$ cat src/rtl/st2bus_if.sv
// Stream-side and CL-bus-side signals of the st2bus packer, bundled for port hookup.
// Handshakes: a stream word moves on a rising clk edge where st_valid & st_ready; a CL moves on an edge where bus_en is 1 (bus_en already includes bus_ready).
interface st2bus_if #(
    parameter int ST  = 24,
    parameter int BUS = 512
);
    logic [ST-1:0]  st_data;
    logic           st_valid;
    logic           st_sop;
    logic           st_eop;
    logic           st_ready;
    logic [BUS-1:0] bus_data;
    logic           bus_en;
    logic           bus_ready;

    modport master (
        output st_data, st_valid, st_sop, st_eop, bus_ready,
        input  st_ready, bus_data, bus_en
    );

    modport slave (
        input  st_data, st_valid, st_sop, st_eop, bus_ready,
        output st_ready, bus_data, bus_en
    );
endinterface

$ cat src/rtl/st2bus.sv
// Packs Avalon-ST frames into cache-line bus words: header {flag, length} on top, payload lowest word first.
// One accumulator plus one output register; a closed CL that cannot load waits in the accumulator (S_HOLD).
module st2bus #(
    parameter int BUS         = 512,
    parameter int BUS_HEAD    = 8,
    parameter int BUS_PAYLOAD = 504,
    parameter int ST          = 24,
    parameter int w_frm_cnt   = 16
) (
    input  logic                 clk,
    input  logic                 rst_n,
    st2bus_if.slave              io,
    output logic                 frm_done,
    output logic [w_frm_cnt-1:0] frm_cnt,
    output logic                 err_sop,
    output logic [1:0]           state_dbg
);
    localparam int WPC = BUS_PAYLOAD / ST;
    localparam int BPW = ST / 8;
    localparam int LW  = BUS_HEAD - 2;
    localparam int AW  = ST * WPC;
    localparam int CW  = $clog2(WPC + 1);

    typedef enum logic [1:0] {S_IDLE = 2'd0, S_FILL = 2'd1, S_HOLD = 2'd2} state_t;

    state_t          state_q, state_d;
    logic            ready_en_q;
    logic [AW-1:0]   acc_q;
    logic [CW-1:0]   wcnt_q;
    logic            start_q;
    logic            hold_eop_q;
    logic [BUS-1:0]  out_q;
    logic            out_full_q;

    logic            accept, restart, take, close, can_load;
    logic [AW-1:0]   base_acc, ins_acc;
    logic [CW-1:0]   base_cnt;
    logic            base_start;
    logic            load_out, acc_en, acc_clr;

    logic [CW-1:0]          cl_words;
    logic                   cl_start, cl_eop;
    logic [AW-1:0]          cl_acc;
    logic [31:0]            cl_len;
    logic [BUS_PAYLOAD-1:0] cl_payload;
    logic [BUS-1:0]         cl_word;

    assign io.bus_en   = out_full_q & io.bus_ready;
    assign io.bus_data = out_q;
    assign can_load    = !out_full_q || io.bus_en;
    assign accept      = io.st_valid & io.st_ready;
    assign err_sop     = accept & io.st_sop & (state_q == S_FILL);
    assign frm_done    = io.bus_en & out_q[BUS-2];
    assign state_dbg   = state_q;

    // A sop always restarts the accumulator, whether it opens a frame or aborts a partial one.
    always_comb begin
        restart    = accept & io.st_sop;
        take       = accept & ((state_q == S_FILL) | io.st_sop);
        base_acc   = restart ? '0 : acc_q;
        base_cnt   = restart ? '0 : wcnt_q;
        base_start = restart | start_q;
        ins_acc    = base_acc;
        for (int k = 0; k < WPC; k++) begin
            if (base_cnt == CW'(k)) ins_acc[k*ST +: ST] = io.st_data;
        end
        close = take & ((base_cnt == CW'(WPC - 1)) | io.st_eop);
    end

    always_comb begin
        if (state_q == S_HOLD) begin
            cl_words = wcnt_q;
            cl_start = start_q;
            cl_eop   = hold_eop_q;
            cl_acc   = acc_q;
        end else begin
            cl_words = CW'(base_cnt + CW'(1));
            cl_start = base_start;
            cl_eop   = io.st_eop;
            cl_acc   = ins_acc;
        end
        cl_len              = 32'(int'(cl_words) * BPW);
        cl_payload          = '0;
        cl_payload[AW-1:0]  = cl_acc;
        cl_word             = {cl_start, cl_eop, cl_len[LW-1:0], cl_payload};
    end

    always_ff @(posedge clk or negedge rst_n) begin
        if (!rst_n) begin
            state_q    <= S_IDLE;
            ready_en_q <= 1'b0;
        end else begin
            state_q    <= state_d;
            ready_en_q <= 1'b1;
        end
    end

    always_comb begin
        state_d     = state_q;
        load_out    = 1'b0;
        acc_en      = 1'b0;
        acc_clr     = 1'b0;
        io.st_ready = ready_en_q & (state_q != S_HOLD);
        case (state_q)
            S_IDLE, S_FILL: begin
                if (take) begin
                    if (close && can_load) begin
                        load_out = 1'b1;
                        acc_clr  = 1'b1;
                        state_d  = io.st_eop ? S_IDLE : S_FILL;
                    end else begin
                        acc_en  = 1'b1;
                        state_d = close ? S_HOLD : S_FILL;
                    end
                end
            end
            S_HOLD: begin
                if (can_load) begin
                    load_out = 1'b1;
                    acc_clr  = 1'b1;
                    state_d  = hold_eop_q ? S_IDLE : S_FILL;
                end
            end
            default: state_d = S_IDLE;
        endcase
    end

    always_ff @(posedge clk or negedge rst_n) begin
        if (!rst_n) begin
            acc_q      <= '0;
            wcnt_q     <= '0;
            start_q    <= 1'b0;
            hold_eop_q <= 1'b0;
        end else if (acc_clr) begin
            acc_q   <= '0;
            wcnt_q  <= '0;
            start_q <= 1'b0;
        end else if (acc_en) begin
            acc_q      <= ins_acc;
            wcnt_q     <= CW'(base_cnt + CW'(1));
            start_q    <= base_start;
            hold_eop_q <= io.st_eop;
        end
    end

    // Output register; a reload in the same cycle as a transfer keeps it full.
    always_ff @(posedge clk or negedge rst_n) begin
        if (!rst_n) begin
            out_q      <= '0;
            out_full_q <= 1'b0;
            frm_cnt    <= '0;
        end else begin
            if (load_out) begin
                out_q      <= cl_word;
                out_full_q <= 1'b1;
            end else if (io.bus_en) begin
                out_full_q <= 1'b0;
            end
            if (frm_done) frm_cnt <= frm_cnt + 1'b1;
        end
    end
endmodule

$ cat src/flat_wrapper.sv
// flat-port wrapper written by rule: the top's interface ports become plain ports
module st2bus_flat 
#(
    parameter int BUS         = 512,
    parameter int BUS_HEAD    = 8,
    parameter int BUS_PAYLOAD = 504,
    parameter int ST          = 24,
    parameter int w_frm_cnt   = 16
)
  (clk, rst_n, frm_done, frm_cnt, err_sop, state_dbg, io_st_data, io_st_valid, io_st_sop, io_st_eop, io_bus_ready, io_st_ready, io_bus_data, io_bus_en);
  st2bus_if #(.ST(ST), .BUS(BUS)) io_i ();
  input  logic clk;
  input  logic rst_n;
  output logic frm_done;
  output logic [w_frm_cnt-1:0] frm_cnt;
  output logic err_sop;
  output logic [1:0] state_dbg;
  input wire logic [$bits(io_i.st_data)-1:0] io_st_data;
  input wire logic [$bits(io_i.st_valid)-1:0] io_st_valid;
  input wire logic [$bits(io_i.st_sop)-1:0] io_st_sop;
  input wire logic [$bits(io_i.st_eop)-1:0] io_st_eop;
  input wire logic [$bits(io_i.bus_ready)-1:0] io_bus_ready;
  output wire logic [$bits(io_i.st_ready)-1:0] io_st_ready;
  output wire logic [$bits(io_i.bus_data)-1:0] io_bus_data;
  output wire logic [$bits(io_i.bus_en)-1:0] io_bus_en;
  assign io_i.st_data = io_st_data;
  assign io_i.st_valid = io_st_valid;
  assign io_i.st_sop = io_st_sop;
  assign io_i.st_eop = io_st_eop;
  assign io_i.bus_ready = io_bus_ready;
  assign io_st_ready = io_i.st_ready;
  assign io_bus_data = io_i.bus_data;
  assign io_bus_en = io_i.bus_en;
  st2bus #(.BUS(BUS), .BUS_HEAD(BUS_HEAD), .BUS_PAYLOAD(BUS_PAYLOAD), .ST(ST), .w_frm_cnt(w_frm_cnt)) u_core (.clk(clk), .rst_n(rst_n), .io(io_i), .frm_done(frm_done), .frm_cnt(frm_cnt), .err_sop(err_sop), .state_dbg(state_dbg));
endmodule
$ cat config.mk
export PLATFORM = sky130hd
export DESIGN_NAME = st2bus_flat
export DESIGN_NICKNAME = d
export VERILOG_FILES = /design/src/rtl/st2bus_if.sv /design/src/rtl/st2bus.sv /design/src/flat_wrapper.sv
export SDC_FILE = /design/constraint.sdc
export NUM_CORES = 2
export LEC_CHECK = 0
export CAP_MARGIN = 10
export CORE_MARGIN = 5
export CORE_UTILIZATION = 36
export DETAILED_ROUTE_END_ITERATION = 10
export MAX_ROUTING_LAYER = met4
export PLACE_DENSITY_LB_ADDON = 0.12
export SYNTH_ARGS = -nofsm -noshare
export SYNTH_HDL_FRONTEND = slang
export SYNTH_SLANG_ARGS = --single-unit
$ cat constraint.sdc
create_clock -name clk -period 4.7 [get_ports clk]
set_clock_uncertainty 0.15 [all_clocks]
set_input_delay 0.94 -clock clk [delete_from_list [all_inputs] [get_ports clk]]
set_output_delay 0.94 -clock clk [all_outputs]
set_load 0.01 [all_outputs]
==> impl_results.html <==
<table>
<tr><th>Metric</th><th>Value</th></tr>
<tr><th colspan="2">Outcome</th></tr>
<tr><td>Run status</td><td>complete, no violations</td></tr>
<tr><th colspan="2">Drt</th></tr>
<tr><td>TritonRoute pass-1 iters</td><td>6</td></tr>
<tr><td>Antenna-violating nets left</td><td>0</td></tr>
<tr><td>Vias after detailed routing</td><td>just over 40,000</td></tr>
<tr><td>Avg WL per Cell</td><td>between 30 and 40 um</td></tr>
<tr><td>Final routed DRC violation total</td><td>0</td></tr>
<tr><td>DR vias/cell</td><td>~6.4</td></tr>
<tr><td>Iter 0 DRT Violations</td><td>roughly 5,000</td></tr>
<tr><td>Total routed wirelength</td><td>slightly below 200,000 um</td></tr>
<tr><th colspan="2">Setup path</th></tr>
<tr><td>Startpoint class of the critical path</td><td>flip-flop</td></tr>
<tr><td>Worst-path cell chain</td><td>nand2b_2 -&gt; buf_4 -&gt; and2_1 -&gt; clkdlybuf4s50_1</td></tr>
<tr><td>Reg2Reg Capture Point</td><td>u_core.io.bus_data[461]$_DFFE_PN0P_</td></tr>
<tr><td>Reg2reg path depth</td><td>11</td></tr>
<tr><td>Critical Path Sink Type</td><td>output port</td></tr>
<tr><td>Worst Setup EP</td><td>io_st_ready</td></tr>
<tr><td>Required time reported for the critical path endpoint</td><td>approximately 3600 ps</td></tr>
<tr><td>Reg2Reg Launch Point</td><td>u_core.ready_en_q$_DFF_PN0_</td></tr>
<tr><td>Arr. time, crit path</td><td>3040 ps</td></tr>
<tr><td>Critical setup path kind</td><td>flip-flop to output port</td></tr>
<tr><td>Minimum setup slack among reg-to-reg paths</td><td>~1200 ps</td></tr>
<tr><td>Largest fanout of any net on the critical path</td><td>46</td></tr>
<tr><td>Slowest cell on crit path</td><td>sky130_fd_sc_hd__dfrtp_1</td></tr>
<tr><td>Delay contributed by the slowest stage of the critical path</td><td>590 ps</td></tr>
<tr><td>Beginning of the critical path</td><td>u_core.state_dbg[0]$_DFFE_PN0P_</td></tr>
<tr><th colspan="2">Clock network</th></tr>
<tr><td>Clock transition at the registers of the reported paths</td><td>~60 ps</td></tr>
<tr><td>Clock sink total</td><td>~1,000</td></tr>
<tr><td>Root Buffer</td><td>sky130_fd_sc_hd__clkbuf_16</td></tr>
<tr><td>Clock latency at the later pin of the worst-skew pair</td><td>approximately 750 ps</td></tr>
<tr><td>Post-cts resize count</td><td>0</td></tr>
<tr><td>Number of H-tree levels</td><td>3</td></tr>
<tr><td>Number of buffers created by CTS</td><td>116</td></tr>
<tr><td>Number of buffers inserted by hold repair at cts</td><td>0</td></tr>
<tr><td>Setup repair bufs after CTS</td><td>0</td></tr>
<tr><td>Clock tree from TritonCTS</td><td>yes</td></tr>
<tr><td>Number of buffers between clock root and the deepest sink</td><td>3</td></tr>
<tr><th colspan="2">Timing</th></tr>
<tr><td>RSZ-0062 raised after global routing</td><td>false</td></tr>
<tr><td>Final setup TNS</td><td>0 ps</td></tr>
<tr><td>Number of endpoints failing setup at the final stage</td><td>0</td></tr>
<tr><td>Number of pins with negative max-slew slack in the final report</td><td>0</td></tr>
<tr><td>Achievable clock frequency</td><td>about 240 MHz</td></tr>
<tr><td>Relative slew slack</td><td>0.165</td></tr>
<tr><td>Tcrit/Tclk final</td><td>0.879</td></tr>
<tr><td>Slew at the pin closest to its max-slew limit</td><td>roughly 1300 ps</td></tr>
<tr><td>Hold slack final</td><td>~70 ps</td></tr>
<tr><td>Hold Vio Cnt, Final</td><td>0</td></tr>
<tr><td>Min Tclk post-route</td><td>just over 4000 ps</td></tr>
<tr><th colspan="2">Die</th></tr>
<tr><td>Die footprint</td><td>~140,000 um^2</td></tr>
<tr><td>Die Y</td><td>between 300 and 400 um</td></tr>
<tr><td>Top Ports</td><td>roughly 560</td></tr>
<tr><td>Horizontal extent of the die</td><td>approximately 370 um</td></tr>
<tr><td>Floorplan core area</td><td>129,000 um^2</td></tr>
<tr><td>Initial Util</td><td>0.361</td></tr>
<tr><td>Std-Cell Rows</td><td>roughly 130</td></tr>
<tr><th colspan="2">Power and ir drop</th></tr>
<tr><td>Leakage power summed over all cells</td><td>~23 nW</td></tr>
<tr><td>Worst IR drop on VDD</td><td>roughly 0.00032 V</td></tr>
<tr><td>Cell area power density</td><td>488 nW/um^2</td></tr>
<tr><td>Pwr Total</td><td>roughly 29 mW</td></tr>
<tr><th colspan="2">Logic synthesis</th></tr>
<tr><td>Post-synthesis sequential element count</td><td>1,043</td></tr>
<tr><td>Number of warnings issued by yosys</td><td>0</td></tr>
<tr><td>Distinct cell type count of the synthesized netlist</td><td>66</td></tr>
<tr><td>Number of standard cells after synthesis</td><td>4,299</td></tr>
<tr><td>Primary flip-flop cell chosen by synthesis mapping</td><td>sky130_fd_sc_hd__dfrtp_1</td></tr>
<tr><td>Post-Syn Nets</td><td>between 4,000 and 5,000</td></tr>
<tr><td>Syn avg cell area</td><td>~11 um^2</td></tr>
<tr><td>Part of the Yosys area used for sequential elements</td><td>0.560</td></tr>
<tr><td>Summed instance area of the synthesized netlist</td><td>46,600 um^2</td></tr>
<tr><td>Number of synthesized flops with an enable pin</td><td>0</td></tr>
<tr><td>Proportion of synthesized flip-flops having asynchronous set or reset</td><td>1.00</td></tr>
<tr><th colspan="2">Placement</th></tr>
<tr><td>Detailed placer's ending HPWL</td><td>~120,000 um</td></tr>
<tr><td>Final RePlAce weighted congestion</td><td>0.834</td></tr>
<tr><td>IO buf count</td><td>around 560</td></tr>
<tr><td>Post-Place Cells</td><td>slightly above 6,000</td></tr>
<tr><th colspan="2">Global route</th></tr>
<tr><td>Number of global-route vias before repair</td><td>~40,000</td></tr>
<tr><td>Largest net degree at the start of global routing</td><td>203</td></tr>
<tr><td>Wire length of the first global-routing pass</td><td>approximately 290,000 um</td></tr>
<tr><td>GR Overflow Total</td><td>0</td></tr>
<tr><td>Total global-route track usage</td><td>0.288</td></tr>
<tr><td>Number of antenna violations at the first check in global routing</td><td>4</td></tr>
<tr><th colspan="2">Finish</th></tr>
<tr><td>Fin cells</td><td>6,444</td></tr>
<tr><td>Post-layout net count</td><td>4,645</td></tr>
<tr><td>Most common library cell in the layout ignoring fill and taps</td><td>sky130_fd_sc_hd__dfrtp_1</td></tr>
<tr><td>Commonest non-fill, non-tap cells in the layout</td><td>1,042 x sky130_fd_sc_hd__dfrtp_1, 538 x sky130_fd_sc_hd__clkdlybuf4s50_1, 509 x sky130_fd_sc_hd__a31oi_1</td></tr>
<tr><td>Synth-to-Final Area Change</td><td>25.3%</td></tr>
<tr><td>Share of final-layout standard cells stronger than drive strength 1</td><td>0.116</td></tr>
<tr><th colspan="2">Job</th></tr>
<tr><td>Number of max-cap violations</td><td>0</td></tr>
<tr><th colspan="2">Worst hold path</th></tr>
<tr><td>Kind of path behind the tightest hold check</td><td>primary input to asynchronous set/reset pin</td></tr>
</table>
[state kept, by name (all words and copies together) (netlist names)]
register	cells
u_core.io.bus_data	512
u_core.acc_q	504
u_core.frm_cnt	16
u_core.wcnt_q	5
u_core.state_dbg	2
u_core.hold_eop_q	1
u_core.out_full_q	1
u_core.ready_en_q	1
u_core.start_q	1
[cell usage after synthesis (5+ instances only)]
cell type,count,area share
sky130_fd_sc_hd__a22oi_1,337,0.054
sky130_fd_sc_hd__or3_1,34,0.0046
sky130_fd_sc_hd__a211oi_1,10,0.0016
sky130_fd_sc_hd__a22o_1,216,0.041
sky130_fd_sc_hd__o2bb2ai_1,192,0.036
sky130_fd_sc_hd__nand3_1,87,0.0093
sky130_fd_sc_hd__nor2_1,38,0.0031
sky130_fd_sc_hd__dfrtp_1,1043,0.56
sky130_fd_sc_hd__clkbuf_1,457,0.037
sky130_fd_sc_hd__nor4_2,9,0.0024
sky130_fd_sc_hd__xnor2_1,14,0.0026
sky130_fd_sc_hd__o32ai_1,25,0.0047
sky130_fd_sc_hd__o41ai_2,6,0.0021
sky130_fd_sc_hd__buf_2,119,0.013
sky130_fd_sc_hd__xor2_1,5,0.00094
sky130_fd_sc_hd__o21ai_0,31,0.0033
sky130_fd_sc_hd__a31oi_1,509,0.068
sky130_fd_sc_hd__o41ai_4,9,0.0053
sky130_fd_sc_hd__mux2_2,55,0.013
sky130_fd_sc_hd__o221ai_1,24,0.0045
sky130_fd_sc_hd__nand2_1,232,0.019
sky130_fd_sc_hd__buf_1,7,0.00056
sky130_fd_sc_hd__o2111ai_1,96,0.018
sky130_fd_sc_hd__and3_1,9,0.0012
sky130_fd_sc_hd__a32oi_1,96,0.018
sky130_fd_sc_hd__o21ai_1,15,0.0016
sky130_fd_sc_hd__nand4_1,7,0.00094
sky130_fd_sc_hd__inv_1,57,0.0046
sky130_fd_sc_hd__ha_1,10,0.0027
sky130_fd_sc_hd__a21oi_1,421,0.045
sky130_fd_sc_hd__o211ai_1,47,0.0076
sky130_fd_sc_hd__nor3_1,8,0.00086
sky130_fd_sc_hd__nor4bb_1,6,0.0013
[kinds of logic after synthesis]
| group | Yosys count | share of synthesized area |
|---|---|---|
| other cells | 1 | 0.0000804 |
| mux | 56 | 0.0135 |
| xor+xnor | 19 | 0.00357 |
| buf+inv | 644 | 0.0553 |
| fa+ha+maj | 12 | 0.00333 |
| flops | 1043 | 0.560 |
| simple gates | 471 | 0.0498 |
| compound gates | 2053 | 0.315 |
[through the flow]
stage          setup WS (ps)  area [um^2]   util
2_1_floorplan           6.61        46600      -
3_3_place_gp             470        54400  0.421
3_5_place_dp             405        54400  0.421
4_1_cts                  555        58400  0.452
5_1_grt                  434        58400  0.452
6_report                 567        58400  0.452
[critical path, delay by kind of cell, from the launching register on]
family	cells	cell delay (ps)
AND/OR/NAND/NOR	2	560
flip-flops	1	590
buffers and inverters	2	1140
[area by class of cell]
| class | count | area [um^2] |
|---|---|---|
| timing repair buffer | 773 | 7620 |
| multi-input combinational | 2612 | 18300 |
| clock inverter | 33 | 457 |
| fill | 12100 | 70700 |
| sequential | 1043 | 26100 |
| antenna | 3 | 7.51 |
| tap | 1742 | 2180 |
| inverter | 58 | 218 |
| clock buffer | 180 | 3540 |
[where the power goes]
| group | total, mW | internal [mW] | switching (mW) |
|---|---|---|---|
| sequential | 11.6 | 10.4 | 1.24 |
| clock | 9.59 | 5.69 | 3.91 |
| combinational | 7.27 | 3.37 | 3.90 |
[how the worst min path moves through the flow]
stage / endpoint / startpoint
2_1_floorplan: u_core.acc_q[408]$_DFFE_PN0P_ / u_core.acc_q[408]$_DFFE_PN0P_
3_3_place_gp: u_core.frm_cnt[15]$_DFFE_PN0P_ / u_core.frm_cnt[15]$_DFFE_PN0P_
3_5_place_dp: u_core.frm_cnt[15]$_DFFE_PN0P_ / u_core.frm_cnt[15]$_DFFE_PN0P_
4_1_cts: u_core.frm_cnt[4]$_DFFE_PN0P_ / rst_n
5_1_grt: u_core.frm_cnt[6]$_DFFE_PN0P_ / rst_n
6_report: u_core.frm_cnt[4]$_DFFE_PN0P_ / rst_n
[layer usage]
metal	up-vias	wire, um	GRT usage
met4	0	6040	0.0807
met5	-	0	-
met1	21400	86300	0.403
met3	272	14500	0.0526
li1	17400	-	-
met2	1920	91600	0.432
Power figures use the tool's default switching activity.
